==> src/rtl/multicycle_controller.sv <==
// Multi-cycle control unit for the 8-bit, 4-register processor.
// Owns PC, IR and the internal A/B/ALU-out/MDR latches, fetches over a
// ready-handshaked instruction port, sequences loads/stores over a
// ready-handshaked data port and drives the 4x8 register file ports.
module multicycle_controller #(
    parameter logic [7:0] PC_RESET = 8'h00
) (
    input  logic       clk,
    input  logic       reset,
    input  logic       run,
    output logic       imem_req,
    output logic [7:0] imem_addr,
    input  logic       imem_ready,
    input  logic [7:0] imem_data,
    output logic       dmem_req,
    output logic       dmem_we,
    output logic [7:0] dmem_addr,
    output logic [7:0] dmem_wdata,
    input  logic       dmem_ready,
    input  logic [7:0] dmem_rdata,
    output logic [1:0] rf_read_reg1,
    output logic [1:0] rf_read_reg2,
    input  logic [7:0] rf_read_data1,
    input  logic [7:0] rf_read_data2,
    output logic       rf_write,
    output logic [1:0] rf_write_reg,
    output logic [7:0] rf_write_data,
    output logic [7:0] pc,
    output logic [2:0] state
);

    localparam logic [2:0] S_IDLE   = 3'd0;
    localparam logic [2:0] S_FETCH  = 3'd1;
    localparam logic [2:0] S_DECODE = 3'd2;
    localparam logic [2:0] S_EXEC   = 3'd3;
    localparam logic [2:0] S_MEM    = 3'd4;
    localparam logic [2:0] S_WB     = 3'd5;

    localparam logic [1:0] OP_ADD = 2'b00;
    localparam logic [1:0] OP_LW  = 2'b01;
    localparam logic [1:0] OP_SW  = 2'b10;
    localparam logic [1:0] OP_J   = 2'b11;

    logic [2:0] state_q, state_d;
    logic [7:0] pc_q, pc_d;
    logic [7:0] ir_q, ir_d;
    logic [7:0] a_q, a_d;
    logic [7:0] b_q, b_d;
    logic [7:0] alu_q, alu_d;
    logic [7:0] mdr_q, mdr_d;

    logic [1:0] op;
    logic [7:0] imm_sext;
    logic [7:0] jmp_sext;
    logic [2:0] after_instr;

    assign op       = ir_q[7:6];
    assign imm_sext = {{6{ir_q[1]}}, ir_q[1:0]};
    assign jmp_sext = {{2{ir_q[5]}}, ir_q[5:0]};

    // run is only looked at when an instruction retires (and in IDLE)
    assign after_instr = run ? S_FETCH : S_IDLE;

    // State register; asynchronous reset abandons any in-flight access
    always_ff @(posedge clk or posedge reset) begin
        if (reset) begin
            state_q <= S_IDLE;
        end else begin
            state_q <= state_d;
        end
    end

    // Datapath registers (PC, IR, operand latches, ALU-out, MDR)
    always_ff @(posedge clk or posedge reset) begin
        if (reset) begin
            pc_q  <= PC_RESET;
            ir_q  <= 8'h00;
            a_q   <= 8'h00;
            b_q   <= 8'h00;
            alu_q <= 8'h00;
            mdr_q <= 8'h00;
        end else begin
            pc_q  <= pc_d;
            ir_q  <= ir_d;
            a_q   <= a_d;
            b_q   <= b_d;
            alu_q <= alu_d;
            mdr_q <= mdr_d;
        end
    end

    // Next-state logic; readies outside their own state are ignored
    always_comb begin
        state_d = state_q;
        case (state_q)
            S_IDLE: begin
                if (run) begin
                    state_d = S_FETCH;
                end
            end
            S_FETCH: begin
                if (imem_ready) begin
                    state_d = S_DECODE;
                end
            end
            S_DECODE: begin
                state_d = S_EXEC;
            end
            S_EXEC: begin
                case (op)
                    OP_ADD:  state_d = S_WB;
                    OP_LW:   state_d = S_MEM;
                    OP_SW:   state_d = S_MEM;
                    default: state_d = after_instr;   // jump retires here
                endcase
            end
            S_MEM: begin
                if (dmem_ready) begin
                    state_d = (op == OP_LW) ? S_WB : after_instr;
                end
            end
            S_WB: begin
                state_d = after_instr;
            end
            default: begin
                state_d = S_IDLE;                      // unused codes recover
            end
        endcase
    end

    // Datapath next-value logic, all arithmetic wraps mod 256
    always_comb begin
        pc_d  = pc_q;
        ir_d  = ir_q;
        a_d   = a_q;
        b_d   = b_q;
        alu_d = alu_q;
        mdr_d = mdr_q;
        case (state_q)
            S_FETCH: begin
                if (imem_ready) begin
                    ir_d = imem_data;
                    pc_d = pc_q + 8'd1;
                end
            end
            S_DECODE: begin
                a_d = rf_read_data1;
                b_d = rf_read_data2;
            end
            S_EXEC: begin
                case (op)
                    OP_ADD:  alu_d = a_q + b_q;
                    OP_J:    pc_d  = pc_q + jmp_sext;  // PC already points past J
                    default: alu_d = a_q + imm_sext;   // LW/SW effective address
                endcase
            end
            S_MEM: begin
                if (dmem_ready && (op == OP_LW)) begin
                    mdr_d = dmem_rdata;
                end
            end
            default: begin
            end
        endcase
    end

    // Moore strobes decoded purely from state so reset kills them at once
    always_comb begin
        imem_req = 1'b0;
        dmem_req = 1'b0;
        dmem_we  = 1'b0;
        rf_write = 1'b0;
        case (state_q)
            S_FETCH: imem_req = 1'b1;
            S_MEM: begin
                dmem_req = 1'b1;
                dmem_we  = (op == OP_SW);
            end
            S_WB:    rf_write = 1'b1;
            default: begin
            end
        endcase
    end

    // Address/data buses come straight from registers, so they are held
    // stable for the whole wait and read as zero out of reset
    assign imem_addr     = pc_q;
    assign dmem_addr     = alu_q;
    assign dmem_wdata    = b_q;
    assign rf_read_reg1  = ir_q[5:4];
    assign rf_read_reg2  = ir_q[3:2];
    assign rf_write_reg  = (op == OP_LW) ? ir_q[3:2] : ir_q[1:0];
    assign rf_write_data = (op == OP_LW) ? mdr_q : alu_q;
    assign pc            = pc_q;
    assign state         = state_q;

endmodule

==> config.mk <==
export PLATFORM = sky130hd
export DESIGN_NAME = multicycle_controller
export DESIGN_NICKNAME = d
export VERILOG_FILES = /design/src/rtl/multicycle_controller.sv
export SDC_FILE = /design/constraint.sdc
export NUM_CORES = 1
export LEC_CHECK = 0
export CAP_MARGIN = 20
export CORE_UTILIZATION = 43
export CTS_CLUSTER_DIAMETER = 200
export DETAILED_ROUTE_END_ITERATION = 10
export PLACE_DENSITY = 0.84
export SLEW_MARGIN = 20
export SYNTH_ARGS = -nofsm -noshare
export SYNTH_HDL_FRONTEND = slang
export SYNTH_SLANG_ARGS = --single-unit
==> constraint.sdc <==
create_clock -name clk -period 2.35 [get_ports clk]
set_input_delay 0.235 -clock clk [delete_from_list [all_inputs] [get_ports clk]]
set_output_delay 0.235 -clock clk [all_outputs]
set_load 0.005 [all_outputs]
### Word level (Yosys, flattened, before mapping)

Index checks and enable logic that the tools add are counted.

* multiply operators: 0
* muxes and demuxes: 17
* divide/modulo/power cells: 0
* reduce and logical (&&, ||, !) cells: 10
* equality and inequality tests: 12
* shift-type cells: 0
* order comparisons: 0
* bitwise gates (word level): 1
* add/sub/neg operators: 4

Operators by type and width (count)
* one-hot mux 8 bit (2 select lines): 2
* adder 8 bit: 3
* two-way mux 8 bit: 3
* one-hot mux 3 bit (6 select lines): 1
* two-way mux 3 bit: 4
* adder 8 x 1 -> 8 bit, second input constant: 1
* == test 3 x 2 -> 1 bit, second input constant: 2
* == test 3 bit, second input constant: 2
* != test 2 bit, second input constant: 3
* one-hot mux 3 bit (2 select lines): 1
* AND reduction 2 bit: 3
* AND reduction 3 bit: 2
* two-way mux 1 bit: 5
* == test 2 bit, second input constant: 2
* == test 3 x 1 -> 1 bit, second input constant: 1
* zero test 3 bit: 1
* == test 2 x 1 -> 1 bit, second input constant: 1
* zero test 2 bit: 1
* two-way mux 2 bit: 1
* != test 2 x 1 -> 1 bit, second input constant: 1
* nonzero test 2 bit: 1
* OR reduction 2 bit: 1
* logical AND 1 bit: 1
* inverter 1 bit: 1

* bits in writable memories: 0
* latch bits: 0
* output and inout port bits: 53
* memories kept: 0
* word-level logic and storage cells: 51
* register bits after elaboration: 51
* bits in read-only memories: 0

### Longest topological paths before layout

* word-level depth: 4
* gate-level depth with buffers: 12
* gate-level depth less buffers: 10

### Worst setup path after synthesis

No wires, ideal clock.

* path kind: reg-to-reg
* start point: reg state_q[1] (netlist: state[1])
* end point: reg pc_q[6] (netlist: imem_addr[6])
* stages on the path, launching flop included: 11
* data required time: 2271 ps
* data arrival time: 2476 ps
* path slack: -205 ps
* path buffers: 2
* cell sequence: dfrtp_1 -> buf_4 -> and3b_1 -> buf_2 -> and2_1 -> ha_1 -> nor2b_4 -> o31a_1 -> or4_4 -> a21oi_2 -> xor2_1

* word-level cells in the longest chain between the ends: 3

RTL lines
* start, declared: RTL line 44 `logic [2:0] state_q, state_d;`
* start signal, assigned: RTL line 69 `state_q <= state_d;`
* == test 3 x 2 -> 1 bit / == test 3 x 1 -> 1 bit (equally long branches): RTL line 139 `case (state_q)`
* != test 2 x 1 -> 1 bit (no source line) (tied with other cells)
* AND reduction 3 bit (no source line)
* end signal, assigned: RTL line 83 `pc_q <= pc_d;`
* end, declared: RTL line 45 `logic [7:0] pc_q, pc_d;`

Parallel ways exist; a longest one is shown, timed or not.
A chain may end at the register's enable or synchronous reset.

### Worst setup path in the final report

* start point: reg state_q[2] (netlist: state[2])
* end point: reg pc_q[6] (netlist: imem_addr[6])

Same word-level chain as after synthesis.

==> summary.md <==
| Metric | Value |
|---|---|
| # clock sinks | `between 50 and 60` |
| Unrepaired setup endpoints after global routing | `true` |
| Initial Utilization | `between 40% and 50%` |
| Rows | `29` |
| Clock Skews | `approximately 12 ps` |
| WL per Instance | `between 15 and 20 microns` |
| Clk network pwr share | `around a tenth` |
| Vias in the first global route | `2,313` |
| Remaining DRCs | `4` |
| Leak | `around 0.0018 uW` |
| Critical Path AT | `2600 ps` |
| Slew margin rel. | `between 50% and 60%` |
| GRT Total Usage | `around a fifth` |
| Vias per cell | `between 5 and 6` |
| Clk_lat worst skew | `roughly 320 ps` |
| Area Growth Syn to Fin | `39.55%` |
| Antenna violations before repair | `0` |
| Yosys cell types | `between 40 and 50` |
| Final period utilization | `100.2%` |
| Post-Syn Instances | `260` |
| Diode count | `0` |
| Port Buffers | `between 80 and 90` |
| Commonest non-fill, non-tap cells in the layout | `89 x clkdlybuf4s50_1, 51 x dfrtp_1, 46 x mux2_2` |
| Via count | `about 2,300` |
| Dpl hpwl | `about 5000 microns` |
| CTS tree | `built` |
| Hold crit path type | `input port to asynchronous set/reset pin` |
| Syn_area_per_cell | `11.22 sq um` |
| Failing checks | `DRC, setup timing` |
| GPL Wtd Cong | `~0.84` |
| Die area | `just over 7000 sq um` |
| Antenna viol nets, final | `0` |
| VDD IR max | `0.7040 mV` |
| WHS | `roughly 400 ps` |
| Logic pwr share | `approximately three fifths` |
| Nets | `402` |
| Fin. Hold Viols | `0` |
| PD cells | `1440 nW/um^2` |
| Achievable Freq | `about 0.42 GHz` |
| Psw | `2174 uW` |
| Max Cap Viol | `0` |
| Critical-path maximum fanout | `4` |
| Worst Path Required | `about 2600 ps` |
| Seq pwr share | `between 20 and 30%` |
| Die Y | `84.36 microns` |
| Worst Setup Start Kind | `flop` |
| Crit end category | `flop` |
| Clock transition at the registers of the reported paths | `roughly 100 ps` |
| I/O Pins | `90` |
| Final wirelength | `about 6700 microns` |
| Inserted Clock Buffers | `5` |
| DR iter-0 viols | `92` |
| Initial DRT Pass Iterations | `10` |
| Syn Nets | `311` |
| Core Footprint | `6459 sq um` |
| Pin count of the biggest net entering global routing | `52` |
| Status | `finished with violations` |
| Slew Limit Fails | `0` |
| Number of hold buffers added after cts | `0` |
| Tmin final | `2355 ps` |
| Layout cells sized above 1 | `a little over a quarter` |
| EDFF count, synth | `0` |
| Worst setup margin | `-5.220 ps` |
| Tightest Pin Transition | `approximately 630 ps` |
| Maximum buffer depth of the clock tree | `2` |
| Final setup TNS | `-5.220 ps` |
| Final setup viols | `1` |
| Switch share | `a little under two fifths` |
| Horiz. Die Dim | `approximately 84 microns` |
| Post-Syn Area | `slightly below 3000 sq um` |
| FF+latch count, synth | `51` |
| Most common cell after layout, fill and taps aside | `clkdlybuf4s50_1` |
| Global-route wire length before repair | `about 11,000 microns` |
| Register area share after synthesis | `43.76%` |
| CTS H-tree depth | `2` |
| Internal Power | `3686 uW` |
| Clock root buffer | `clkbuf_8` |
| Yosys warns | `0` |
| Synth Flop Type | `dfrtp_1` |
| Worst setup path category | `flop to flop` |
| GR Overflow Total | `0` |
| Async set-reset flop share out of synthesis | `between 90% and 100%` |
[stage by stage]
stage,worst slack (ps),cell area [sq um],utilization (%),total power (uW),std cells
after detailed placement,-42.94,3887,60.19,5194,416
final,-5.220,4070,63.02,5860,429
after global placement,39.35,3887,60.19,5065,416
after CTS,-24.15,4008,62.05,5793,425
after global routing,-124.1,4070,63.02,6304,429
after floorplan,-80.33,2959,-,3846,260
[final cells by class]
| type | instances | area [sq um] |
|---|---|---|
| repair buffers | 108 | 1045 |
| clock buffers | 5 | 68.82 |
| inverters | 9 | 33.78 |
| clock inverters | 3 | 27.53 |
| flip-flops and latches | 51 | 1276 |
| well taps | 77 | 96.34 |
| multi-input cells | 176 | 1523 |
| fillers | 536 | 2389 |
[what timing repair did]
item	4_1_cts	5_1_grt
setup endpoints to repair	10	14
gates cloned	0	0
endpoints found under the hold margin	0	0
resized for setup	5	7
setup buffers	1	4
pin swaps	1	4
[metal layers]
metal  global-route usage [%]  vias to the layer above  part of all wire [%]
met1                    22.89                     1113                    41
met4                    7.088                        0                   1.8
met3                    4.326                       13                   5.4
met2                    35.17                       65                    52
li1                         -                     1089                     -
met5                        0                        -                     0
[power groups by stage]
stage / registers [uW] / clock network (uW) / logic, uW
3_5_place_dp: 1710 / 0 / 3490
6_report: 1700 / 547 / 3620
3_3_place_gp: 1680 / 0 / 3390
2_1_floorplan: 1610 / 0 / 2230
4_1_cts: 1690 / 557 / 3550
5_1_grt: 1760 / 598 / 3950
[state kept, by name, indices dropped and copies added, names as in the netlist]
| name | cells |
|---|---|
| a_q | 8 |
| dmem_addr | 8 |
| dmem_wdata | 8 |
| imem_addr | 8 |
| ir_q | 8 |
| mdr_q | 8 |
| state | 3 |
[synth_stat cells, types with 4 or more instances]
| cell | n | share of area, % |
|---|---|---|
| mux2i_1 | 4 | 1.4 |
| xnor2_1 | 7 | 2.1 |
| mux2_2 | 46 | 18 |
| nand2_1 | 17 | 2.2 |
| o21ai_0 | 13 | 2.2 |
| buf_4 | 14 | 3.6 |
| buf_2 | 9 | 1.5 |
| nor2_1 | 11 | 1.4 |
| ha_1 | 12 | 5.1 |
| a21oi_1 | 10 | 1.7 |
| inv_1 | 9 | 1.2 |
| and2_1 | 4 | 0.86 |
| xor2_1 | 4 | 1.2 |
| a21o_1 | 10 | 2.6 |
| dfrtp_1 | 51 | 44 |
[worst paths after layout]
check	startpoint	end	slack, ps	depth (start not counted)
max in group asynchronous	reset	dmem_wdata[5]	1530	3
min in group clk	imem_addr[7]	imem_addr[7]	510	1
setup reg to reg	state[2]	imem_addr[6]	-5	10
hold reg to reg	imem_addr[7]	imem_addr[7]	510	1
hold / removal	reset	ir_q[3]	400	3
setup / recovery	state[2]	imem_addr[6]	-5	10
[worst max-delay path, stage by stage, from the launching register on]
cell      delay (ps)
dfrtp_1          390
and3b_2          260
nand2b_1          70
ha_2             180
inv_2             60
fa_2             230
nor2b_4           50
o31a_1           270
or4_4            480
a21oi_2          140
xor2_1           150
[cell families after synthesis]
kind of cell | Yosys count | share of synthesized area [%]
adder cells (fa/ha/maj) | 14 | 6.521
multiplexers | 50 | 19.13
flip-flops | 51 | 43.76
buffers and inverters | 33 | 6.435
AND/OR/NAND/NOR | 51 | 9.524
XOR/XNOR | 11 | 3.303
AO/OA/AOI/OAI | 50 | 11.33
Note: power is estimated with default switching activity, not from simulation.
